===== config.mk =====
export PLATFORM = sky130hd
export DESIGN_NAME = reg_bank
export DESIGN_NICKNAME = d
export VERILOG_FILES = /design/src/rtl/reg_bank.sv
export SDC_FILE = /design/constraint.sdc
export NUM_CORES = 1
export LEC_CHECK = 0
export CORE_AREA = 2 2 234 236
export CTS_BUF_LIST = sky130_fd_sc_hd__clkbuf_4
export DETAILED_ROUTE_END_ITERATION = 16
export DIE_AREA = 0 0 236 238
export DONT_BUFFER_PORTS = 1
export GPL_ROUTABILITY_DRIVEN = 0
export MAX_ROUTING_LAYER = met4
export SYNTH_ARGS = -nofsm -noshare
export SYNTH_HDL_FRONTEND = slang
export SYNTH_SLANG_ARGS = --single-unit

===== constraint.sdc =====
create_clock -name clk -period 4.6 [get_ports clk]
set_input_delay 0.92 -clock clk [delete_from_list [all_inputs] [get_ports clk]]
set_output_delay 0.92 -clock clk [all_outputs]
set_load 0.005 [all_outputs]

===== src/rtl/reg_bank.sv =====
// reg_bank: memory-mapped bank of RW, RO and W1C registers behind a
// valid/ready request/response handshake with one-cycle registered response.
module reg_bank #(
  parameter int DATA_W = 32,
  parameter int ADDR_W = 10,
  parameter int NUM_REGS = 8,
  parameter logic [NUM_REGS-1:0] RO_MASK = '0,
  parameter logic [NUM_REGS-1:0] W1C_MASK = '0
) (
  input  logic                       clk,
  input  logic                       rst,
  input  logic                       req_valid,
  output logic                       req_ready,
  input  logic                       req_write,
  input  logic [ADDR_W-1:0]          req_addr,
  input  logic [DATA_W-1:0]          req_wdata,
  input  logic [DATA_W/8-1:0]        req_wstrb,
  output logic                       rsp_valid,
  input  logic                       rsp_ready,
  output logic [DATA_W-1:0]          rsp_rdata,
  output logic                       rsp_err,
  input  logic [NUM_REGS*DATA_W-1:0] hw_in,
  output logic [NUM_REGS*DATA_W-1:0] reg_out
);
  localparam int IW = ADDR_W - 2;
  localparam int NB = DATA_W / 8;
  typedef enum logic {IDLE, RESP} state_t;
  state_t state_q;
  logic [DATA_W-1:0] regs_q [NUM_REGS];
  logic [DATA_W-1:0] regs_d [NUM_REGS];
  logic [DATA_W-1:0] rdata_q, rdata_d, wmask, rd_val;
  logic err_q, err_d, acc, dec_err, wr, sel_ro;
  logic [IW-1:0] idx;
  assign idx = req_addr[ADDR_W-1:2];
  assign acc = state_q == IDLE && req_valid;
  assign dec_err = |req_addr[1:0] || 32'(idx) >= NUM_REGS;
  assign wr = acc && req_write && !dec_err && |req_wstrb;
  // W1C: hardware sets are OR-ed in after the software clear so a set wins
  always_comb begin
    wmask = '0;
    rd_val = '0;
    sel_ro = 1'b0;
    for (int b = 0; b < NB; b++) wmask[b*8 +: 8] = {8{req_wstrb[b]}};
    for (int i = 0; i < NUM_REGS; i++) begin
      if (idx == IW'(i)) begin
        rd_val = RO_MASK[i] ? hw_in[i*DATA_W +: DATA_W] : regs_q[i];
        sel_ro = RO_MASK[i];
      end
      regs_d[i] = RO_MASK[i] ? '0
        : W1C_MASK[i] ? (regs_q[i] & ~((wr && idx == IW'(i)) ? req_wdata & wmask : '0)) | hw_in[i*DATA_W +: DATA_W]
        : (wr && idx == IW'(i)) ? (regs_q[i] & ~wmask) | (req_wdata & wmask) : regs_q[i];
    end
    err_d = dec_err || (req_write && |req_wstrb && sel_ro);
    rdata_d = (dec_err || req_write) ? '0 : rd_val;
  end
  always_ff @(posedge clk) begin
    if (rst) begin
      state_q <= IDLE;
      rdata_q <= '0;
      err_q <= 1'b0;
      regs_q <= '{default: '0};
    end else begin
      regs_q <= regs_d;
      if (acc) begin
        state_q <= RESP;
        rdata_q <= rdata_d;
        err_q <= err_d;
      end else if (state_q == RESP && rsp_ready) begin
        state_q <= IDLE;
      end
    end
  end
  for (genvar g = 0; g < NUM_REGS; g++) begin : g_out
    assign reg_out[g*DATA_W +: DATA_W] = regs_q[g];
  end
  assign req_ready = state_q == IDLE;
  assign rsp_valid = state_q == RESP;
  assign rsp_rdata = rdata_q;
  assign rsp_err = err_q;
endmodule


==> metrics.cfg <==
[status]
outcome = finished, final reports clean

[hold_path]
min-delay-start = rst
min_path_type = in -> reg
whs_path_depth = 1

[power]
cellPowerDensity_nw_per_um2 = 365.8
power_leakage_nw = 5.700
post-layout-total-power_mw = 5.250
ir_drop_v = 0.0002108

[global_routing]
maximum_number_of_pins_on_one_net_before_global_route_repair = 107
grt_antenna_before_repair = 3
globalRouteOverflowTotal = 0
grt_pass1_vias = 11621
global_route.usage.total_pct = 19.35
global_route_wire_length_before_repair_um = 78120

[sta]
finalWorstPathRequiredPeriod_ns = 2.726
final.setup.tns_ns = 0
final.period_utilization_pct = 59.26
timing_worst_slew_pin_value_ns = 1.147
clock_skew_ns = 0.04980
final-max-slew-violation-count = 0
max_freq_mhz = 366.8
final-setup-viol-count = 0
hold_viol = 0
max-slew-margin-rel_pct = 22.80
rsz0062_at_grt = false

[placed_design]
numPlacedInstances = 1991
portBuffers = 0
dp_hpwl_um = 36770

[layout]
fillers = 5746
syn_to_final_growth_pct = 13.73
multi_input_comb_area_um2 = 6262
drive_above_1_share_pct = 15.20
number_of_nets_in_the_final_layout = 1685
layout_common_cells = sky130_fd_sc_hd__dfxtp_1, sky130_fd_sc_hd__nand2_1, sky130_fd_sc_hd__mux2i_1
layout_commonest_cell = sky130_fd_sc_hd__dfxtp_1
final-seq-area_um2 = 5806
layoutNonFillerInstCount = 2133

[floorplan]
dieArea_um2 = 56170
die_height_um = 238
io_pins = 598
floorplan.die.width_um = 236
core_region_area_um2 = 53500
placementRows = 85
start_util_pct = 23.59

[critical_path]
timing.critical_path.slowest_stage_cell = sky130_fd_sc_hd__nand4_1
crit_path_max_incr_delay_ns = 0.83
worstSetupEndpointType = flip-flop
timing.reg2reg.worst_path_depth = 5
worstPathMaxFanout = 19
crit_type = in -> reg
start_kind = input port
reg2reg_from = rsp_valid
worstPathRequired_ns = 5.29
r2r_setup_slack_ns = 1.91
worstSetupStartpoint = req_addr[1]
cell_breakdown_of_the_critical_path = nor3b_4, and3_1, nand4_1, mux2i_1
arrival_ns = 3.42

[drt]
routed_wl_um = 54510
wl_per_cell_um = 25.56
detailedRoute.firstIterationViolations = 910
dr.pass1.iters = 5
drt-vias-per-instance = 5.412
detail_route.drc_violations = 0
via_count = 11544
postRouteAntennaNets = 0

[synth]
ys_seq_area_share_pct = 46.00
synth.avg_cell_area_um2 = 9.105
synthesis.instances = 1386
synth_top_area_share_pct = 46.00
synth_seq_cells = 290
post_synth_net_total = 1693
synth-warning-count = 0
synth.area.top_cells = sky130_fd_sc_hd__dfxtp_1, sky130_fd_sc_hd__mux2i_1, sky130_fd_sc_hd__nand2_1, sky130_fd_sc_hd__nand3_1, sky130_fd_sc_hd__mux2_2
number_of_distinct_library_cell_variants_in_the_gate_level_netlist_after_synthesis = 53
summed_instance_area_of_the_synthesized_netlist_um2 = 12620
synthDominantAreaCellType = sky130_fd_sc_hd__dfxtp_1

[clock_network]
cts.clk_slew.worst_paths_ns = 0.06
htreeDepth = 3
tritoncts.num_buffers = 81
cts-hold-fix-buffers = 0
cts_post_setup_buffers_inserted = 0
post_cts_resized = 0
tritoncts = built
cts-root-to-sink-buffers = 3
cts-root-buf = sky130_fd_sc_hd__clkbuf_4
clock_sink_count = 290
clock_insertion_delay_at_the_later_pin_of_the_skew_report_ns = 0.83

[job]
max_cap_viol_count = 0

-- per-layer routing --
metal	wire length (um)	GRT usage, %	up-vias
met5	0	-	-
met4	1725	7.991	0
met3	7637	9.359	113
met2	23610	28.36	756
met1	21540	22.53	5617
li1	-	-	5058
-- final cells by class --
cell class | count | area share (%)
tap | 696 | 6.067
sequential | 290 | 40.45
inverter | 32 | 0.8718
clock inverter | 20 | 1.203
clock buffer | 119 | 6.224
antenna | 3 | 0.05231
timing repair buffer | 27 | 1.499
multi-input combinational | 946 | 43.63
-- cells by family (layout without fill, tap and decap cells) --
group / count (synthesis) / count (layout) / share of synthesized area (%)
buffers and inverters: 150 / 198 / 4.709
DFF: 290 / 290 / 46.00
AOI/OAI and AO/OA: 311 / 311 / 16.45
muxes: 212 / 212 / 17.13
and+or+nand+nor: 423 / 423 / 15.71
other: 0 / 3 / 0
-- where the power goes --
group	leakage, nW	total [mW]	switching (mW)	internal [mW]
clock network	0.630	2.49	1.14	1.35
registers	2.33	2.51	0.00243	2.51
logic	2.73	0.242	0.175	0.0664
-- worst max path at each step --
stage                endpoint  slack (ns)
floorplan           flip-flop        1.91
global placement    flip-flop        1.23
detailed placement  flip-flop        1.15
CTS                 flip-flop        1.97
global route        flip-flop        1.76
finish              flip-flop        1.87
-- Yosys cell counts, drive strengths merged --
library cell / n
and3b: 1
a31oi: 1
o211ai: 2
nor3b: 1
o41a: 1
or3: 2
clkbuf: 86
nand2: 240
o22ai: 54
buf: 32
o221ai: 3
nand2b: 11
and2: 15
nor2: 9
nor3: 22
a32o: 29
nor4: 5
o21ai: 66
nand3b: 1
o32ai: 1
dfxtp: 290
and3: 6
mux2i: 180
or2: 3
o21a: 1
a211oi: 29
a221oi: 28
a21oi: 69
o22a: 2
o31ai: 2
a2bb2oi: 1
a221o: 1
nor2b: 16
o221a: 1
nand3: 82
clkinv: 1
inv: 31
mux2: 32
nand4: 3
a22oi: 3
a31o: 17
or4: 6
-- critical path, delay by kind of cell --
kind             cells  cell delay [ns]
and+or+nand+nor      3             2.13
muxes                1             0.36
-- metrics by stage --
stage / instance area, um^2 / util (%) / worst slack [ns] / hold slack (ns)
finish: 14350 / 26.83 / 1.874 / 0.1675
global route: 14350 / 26.82 / 1.761 / 0.1016
CTS: 14350 / 26.82 / 1.966 / 0.08017
detailed placement: 13280 / 24.82 / 1.151 / 0.4780
global placement: 13280 / 24.82 / 1.233 / 0.4783
floorplan: 12620 / - / 1.907 / 0.4495
Note: power is estimated with default switching activity, not from simulation.
